**config.mk**
```make
export PLATFORM = sky130hd
export DESIGN_NAME = seg_decoder
export DESIGN_NICKNAME = d
export VERILOG_FILES = /design/src/rtl/seg_pkg.sv /design/src/rtl/seg_sync.sv /design/src/rtl/seg_decoder.sv
export SDC_FILE = /design/constraint.sdc
export NUM_CORES = 1
export LEC_CHECK = 0
export CORE_ASPECT_RATIO = 0.5
export CORE_MARGIN = 2
export CORE_UTILIZATION = 50
export CTS_BUF_LIST = sky130_fd_sc_hd__clkbuf_2 sky130_fd_sc_hd__clkbuf_4 sky130_fd_sc_hd__clkbuf_8
export DETAILED_ROUTE_END_ITERATION = 7
export PLACE_DENSITY = 0.71
export SYNTH_ARGS = -nofsm -noshare
export SYNTH_HDL_FRONTEND = slang
export SYNTH_SLANG_ARGS = --single-unit
export TNS_END_PERCENT = 10
```
**constraint.sdc**
```tcl
create_clock -name clk -period 5.6 [get_ports clk]
set_input_delay 1.12 -clock clk [delete_from_list [all_inputs] [get_ports clk]]
set_output_delay 1.12 -clock clk [all_outputs]
set_load 0.02 [all_outputs]
```
**src/rtl/seg_pkg.sv**
```systemverilog
// Shared seven-segment constants, FSM state type and pattern lookup.
// Used by both the encoder and the decoder side of the board link.
package seg_pkg;

   localparam logic [6:0] SEG_0     = 7'h40;
   localparam logic [6:0] SEG_1     = 7'h79;
   localparam logic [6:0] SEG_2     = 7'h24;
   localparam logic [6:0] SEG_3     = 7'h30;
   localparam logic [6:0] SEG_4     = 7'h19;
   localparam logic [6:0] SEG_5     = 7'h12;
   localparam logic [6:0] SEG_6     = 7'h02;
   localparam logic [6:0] SEG_7     = 7'h78;
   localparam logic [6:0] SEG_8     = 7'h00;
   localparam logic [6:0] SEG_9     = 7'h10;
   localparam logic [6:0] SEG_A     = 7'h20;
   localparam logic [6:0] SEG_B     = 7'h03;
   localparam logic [6:0] SEG_C     = 7'h46;
   localparam logic [6:0] SEG_D     = 7'h21;
   localparam logic [6:0] SEG_E     = 7'h06;
   localparam logic [6:0] SEG_F     = 7'h0E;
   localparam logic [6:0] SEG_BLANK = 7'h7F;

   typedef enum logic [1:0] {IDLE, ACQUIRE, HOLD} seg_state_t;

   // Returns {valid, value}; BLANK and unknown patterns both come back invalid.
   function automatic logic [4:0] seg_lookup(input logic [6:0] pat);
      logic [4:0] res;
      case (pat)
         SEG_0:   res = 5'h10;
         SEG_1:   res = 5'h11;
         SEG_2:   res = 5'h12;
         SEG_3:   res = 5'h13;
         SEG_4:   res = 5'h14;
         SEG_5:   res = 5'h15;
         SEG_6:   res = 5'h16;
         SEG_7:   res = 5'h17;
         SEG_8:   res = 5'h18;
         SEG_9:   res = 5'h19;
         SEG_A:   res = 5'h1A;
         SEG_B:   res = 5'h1B;
         SEG_C:   res = 5'h1C;
         SEG_D:   res = 5'h1D;
         SEG_E:   res = 5'h1E;
         SEG_F:   res = 5'h1F;
         default: res = 5'h00;
      endcase
      return res;
   endfunction

endpackage

```
**src/rtl/seg_sync.sv**
```systemverilog
// Two-flop synchroniser with a caller-supplied reset value.
module seg_sync #(
   parameter int W = 7
) (
   input  logic         clk,
   input  logic         rst_n,
   input  logic [W-1:0] rst_val,
   input  logic [W-1:0] d,
   output logic [W-1:0] q
);

   logic [W-1:0] meta;

   always_ff @(posedge clk or negedge rst_n) begin
      if (!rst_n) begin
         meta <= rst_val;
         q    <= rst_val;
      end else begin
         meta <= d;
         q    <= meta;
      end
   end

endmodule

```
**src/rtl/seg_decoder.sv**
```systemverilog
// Seven-segment receive decoder: synchronise, stability-filter, decode to hex.
// Optional SEG_DEC_HIST_EN adds a 4-deep history of decoded digits on hist.
//
// state   | meaning
// IDLE    | out of reset, waiting for first change or a stable reset pattern
// ACQUIRE | sample changed, waiting for STABLE_CYCLES identical samples
// HOLD    | stable pattern classified, waiting for the next change
module seg_decoder
   import seg_pkg::*;
#(
   parameter int STABLE_CYCLES = 4
) (
   input  logic        clk,
   input  logic        rst_n,
   input  logic [6:0]  seg_in,
   output logic [3:0]  digit,
   output logic        digit_valid,
   output logic        seg_err,
   output logic        locked
`ifdef SEG_DEC_HIST_EN
   ,
   output logic [15:0] hist
`endif
);

   localparam logic [7:0] CNT_MAX = 8'(STABLE_CYCLES - 1);

   logic [6:0] seg_s;
   logic [6:0] seg_prev;
   logic [7:0] cnt;
   logic       same;
   logic       sat;
   logic [4:0] lut;
   seg_state_t state;

   seg_sync #(.W(7)) u_sync (
      .clk     (clk),
      .rst_n   (rst_n),
      .rst_val (SEG_BLANK),
      .d       (seg_in),
      .q       (seg_s)
   );

   assign same = (seg_s == seg_prev);
   assign sat  = (cnt == CNT_MAX);
   assign lut  = seg_lookup(seg_s);

   always_ff @(posedge clk or negedge rst_n) begin
      if (!rst_n) begin
         seg_prev    <= SEG_BLANK;
         cnt         <= '0;
         state       <= IDLE;
         digit       <= '0;
         digit_valid <= 1'b0;
         seg_err     <= 1'b0;
         locked      <= 1'b0;
`ifdef SEG_DEC_HIST_EN
         hist        <= '0;
`endif
      end else begin
         seg_prev    <= seg_s;
         digit_valid <= 1'b0;
         seg_err     <= 1'b0;

         if (!same)
            cnt <= '0;
         else if (!sat)
            cnt <= cnt + 8'd1;

         case (state)
            IDLE, ACQUIRE: begin
               if (!same) begin
                  state <= ACQUIRE;
               end else if (sat) begin
                  // Classified exactly once per acquisition; HOLD suppresses repeats.
                  state <= HOLD;
                  if (lut[4]) begin
                     digit       <= lut[3:0];
                     digit_valid <= 1'b1;
                     locked      <= 1'b1;
`ifdef SEG_DEC_HIST_EN
                     hist        <= {hist[11:0], lut[3:0]};
`endif
                  end else begin
                     locked  <= 1'b0;
                     seg_err <= (seg_s != SEG_BLANK);
                  end
               end
            end
            HOLD: begin
               if (!same) begin
                  state  <= ACQUIRE;
                  locked <= 1'b0;
               end
            end
            default: state <= IDLE;
         endcase
      end
   end

endmodule

```
==> results.yml <==
cells_and_area:
  seq_area_um2: 977.2
  layout.cells.most_common: "dfstp_2"
  multi_input_area_um2: 689.4
  drive_gt1_share_pct: 23.35
  post-route-util_pct: 59.33
  fillers: 274
  diodes: 0
  mostFrequentLayoutCells: "21 x dfstp_2, 17 x nor2_1, 17 x dfrtp_1"
  area_growth_pct: 15.92
  nets: 176
  fin_area_um2: 2004
drt:
  vias: 1113
  remaining_drc_errors: 0
  drtPass1Iterations: 4
  drt_iter0_markers: 55
  wl_per_cell_um: 13.41
  via_per_inst: 5.325
  drt_wl_total_um: 2803
  postRouteAntennaNets: 0
synth:
  yosysUniqueCellTypes: 39
  syn_nets: 161
  synth_ff_type: "dfstp_2"
  yosysWarnings: 0
  avgSynthCellArea_um2: 11.45
  async_flop_share_pct: 100.0
  synth_edf_count: 0
  synth_seq_cells: 38
  seq_area_frac_synth_pct: 56.51
  syn_inst: 151
  synthesis.area_um2: 1729
min_path:
  hold_class: "reg2reg"
setup_path:
  rrSetupSlack_ps: 2770
  cp.arrival_ps: 2990
  crit_path_start_kind: "flop"
  worstPathMaxFanout: 15
  crit_type: "reg2reg"
  endpoint_kind: "flop"
  cp.required_ps: 5760
clock_tree:
  cts_hold_buf: 0
  cts-htree-levels: 2
  clock-root-buffer: "clkbuf_8"
  cts_resized: 0
  post_cts_buffers: 0
  clock-sinks: 38
  cts_tree: "yes"
  cts.reportedPaths.clkPinSlew_ps: 60
  clk_latency_ps: 280
  cts_buffer_depth: 2
  cts_made_buffers: 5
placement:
  hpwl_um: 1941
  portBuffers: 15
  routabilityCongestion: 0.7952
  place_area_um2: 1884
pwr:
  p_total_uw: 567.7
  p_per_area_nw_per_um2: 283.2
  p_leak_uw: 0.0007683
  vdd_drop_max_mv: 0.1769
floorplanning:
  fp.dieW_um: 87.17
  io_pins: 16
  fp.dieH_um: 45.59
  dieArea_um2: 3973
  start_util_pct: 51.19
  core-area_um2: 3378
  fp-row-count: 15
global_routing:
  grtUsageMet2_pct: 24.73
  grt_max_degree: 39
  met3_usage_pct: 5.435
  antenna_found_initial: 0
  grt-ovfl-total: 0
  grt_pass1_vias: 1020
  top_usage_layer: "met2"
  track_usage_pct: 16.68
  gr-usage-met1_pct: 23.16
  grt_pass1_wl_um: 4843
timing:
  tightest_slew_ps: 687.9
  clock.fmax_ghz: 0.3531
  finalSetupTns_ps: 0
  fin_crit_sh_pct: 50.58
  fin_crit_ps: 2832
  slew_headroom_pct: 54.00
  hold_viol: 0
  final_max_slew_viol_count: 0
  clock_skew_ps: 9.870
  grt_setup_unrepaired: "no"
  setup_viol_count_final: 0
status:
  status: "finished clean"
run:
  max_cap_viol_count: 0
==> critical path, cell delays in order (launching register included) <==
cell       delay [ps]
dfstp_2           700
xor2_1            110
nor4_1            300
nand4_1           600
a2111oi_4         600
mux2_2            390
==> registers in the layout (all words and copies together), names as in the netlist <==
signal and flops:
cnt 8, digit 4, digit_valid 1, locked 1
seg_err 1, seg_prev 7, state 2, u_sync.meta 7
u_sync.q 7
==> per-layer routing <==
layer  part of all wire (%)  vias to the layer above  wire length (um)
met5                      0                        -                 0
met1                     51                      535              1437
met2                     44                       21              1222
met3                    4.3                        2               120
met4                   0.82                        0                23
li1                       -                      555                 -
==> path summary, 6_finish.rpt <==
| path | from | end | cells after the start |
|---|---|---|---|
| min | u_sync.meta[0] | u_sync.q[0] | 0 |
| max in group asynchronous | rst_n | u_sync.q[0] | 2 |
| min reg2reg | u_sync.meta[0] | u_sync.q[0] | 0 |
| max | u_sync.q[0] | digit[0] | 5 |
| min in group asynchronous | rst_n | digit_valid | 2 |
| max reg2reg | u_sync.q[0] | digit[0] | 5 |
==> synthesized netlist by cell type (2+ instances only) <==
library cell | n | area [um2]
dfstp_2 | 21 | 551.8
dfrtp_1 | 17 | 425.4
nor2_1 | 17 | 63.81
nand2_1 | 11 | 41.29
xnor2_1 | 7 | 61.31
xor2_1 | 7 | 61.31
a21oi_1 | 6 | 30.03
nor3_1 | 6 | 30.03
nor2b_1 | 5 | 31.28
nand2b_1 | 4 | 25.02
nand3_1 | 4 | 20.02
o21ai_0 | 4 | 20.02
nor3b_1 | 3 | 22.52
nor4_1 | 3 | 18.77
a2111oi_4 | 2 | 55.05
a32oi_1 | 2 | 17.52
buf_2 | 2 | 10.01
buf_4 | 2 | 15.01
buf_6 | 2 | 22.52
clkbuf_1 | 2 | 7.510
inv_1 | 2 | 7.510
mux2_2 | 2 | 22.52
nand3b_1 | 2 | 15.01
o221a_2 | 2 | 22.52
o22ai_1 | 2 | 12.51
==> cell type report <==
type / instances / share of cell area [%]
clock buffers: 7 / 4.494
well taps: 42 / 2.622
inverters: 2 / 0.3745
flip-flops and latches: 38 / 48.75
multi-input cells: 103 / 34.39
clock inverters: 1 / 1.498
repair buffers: 16 / 7.865
==> through the flow <==
stage	std cells	hold slack [ps]	setup WS [ps]
CTS	209	356.9	2804
detailed placement	201	347.0	2831
finish	209	355.5	2768
global route	209	360.3	2572
floorplan	151	345.2	3416
global placement	201	345.3	2880
==> report_power, final <==
part	internal, uW	switching, uW	total [uW]
registers	289	11.9	301
clock network	150	89.2	239
logic	13.9	13.9	27.8
total	453	115	568
==> kinds of logic after synthesis <==
logic type,after synthesis,synth area share [%]
compound gates,22,11.07
fa+ha+maj,1,0.7235
simple gates,63,19.10
xor+xnor,14,7.091
mux,3,1.881
flops,38,56.51
buf+inv,10,3.618
No activity file was read; power rests on OpenSTA's default activity.
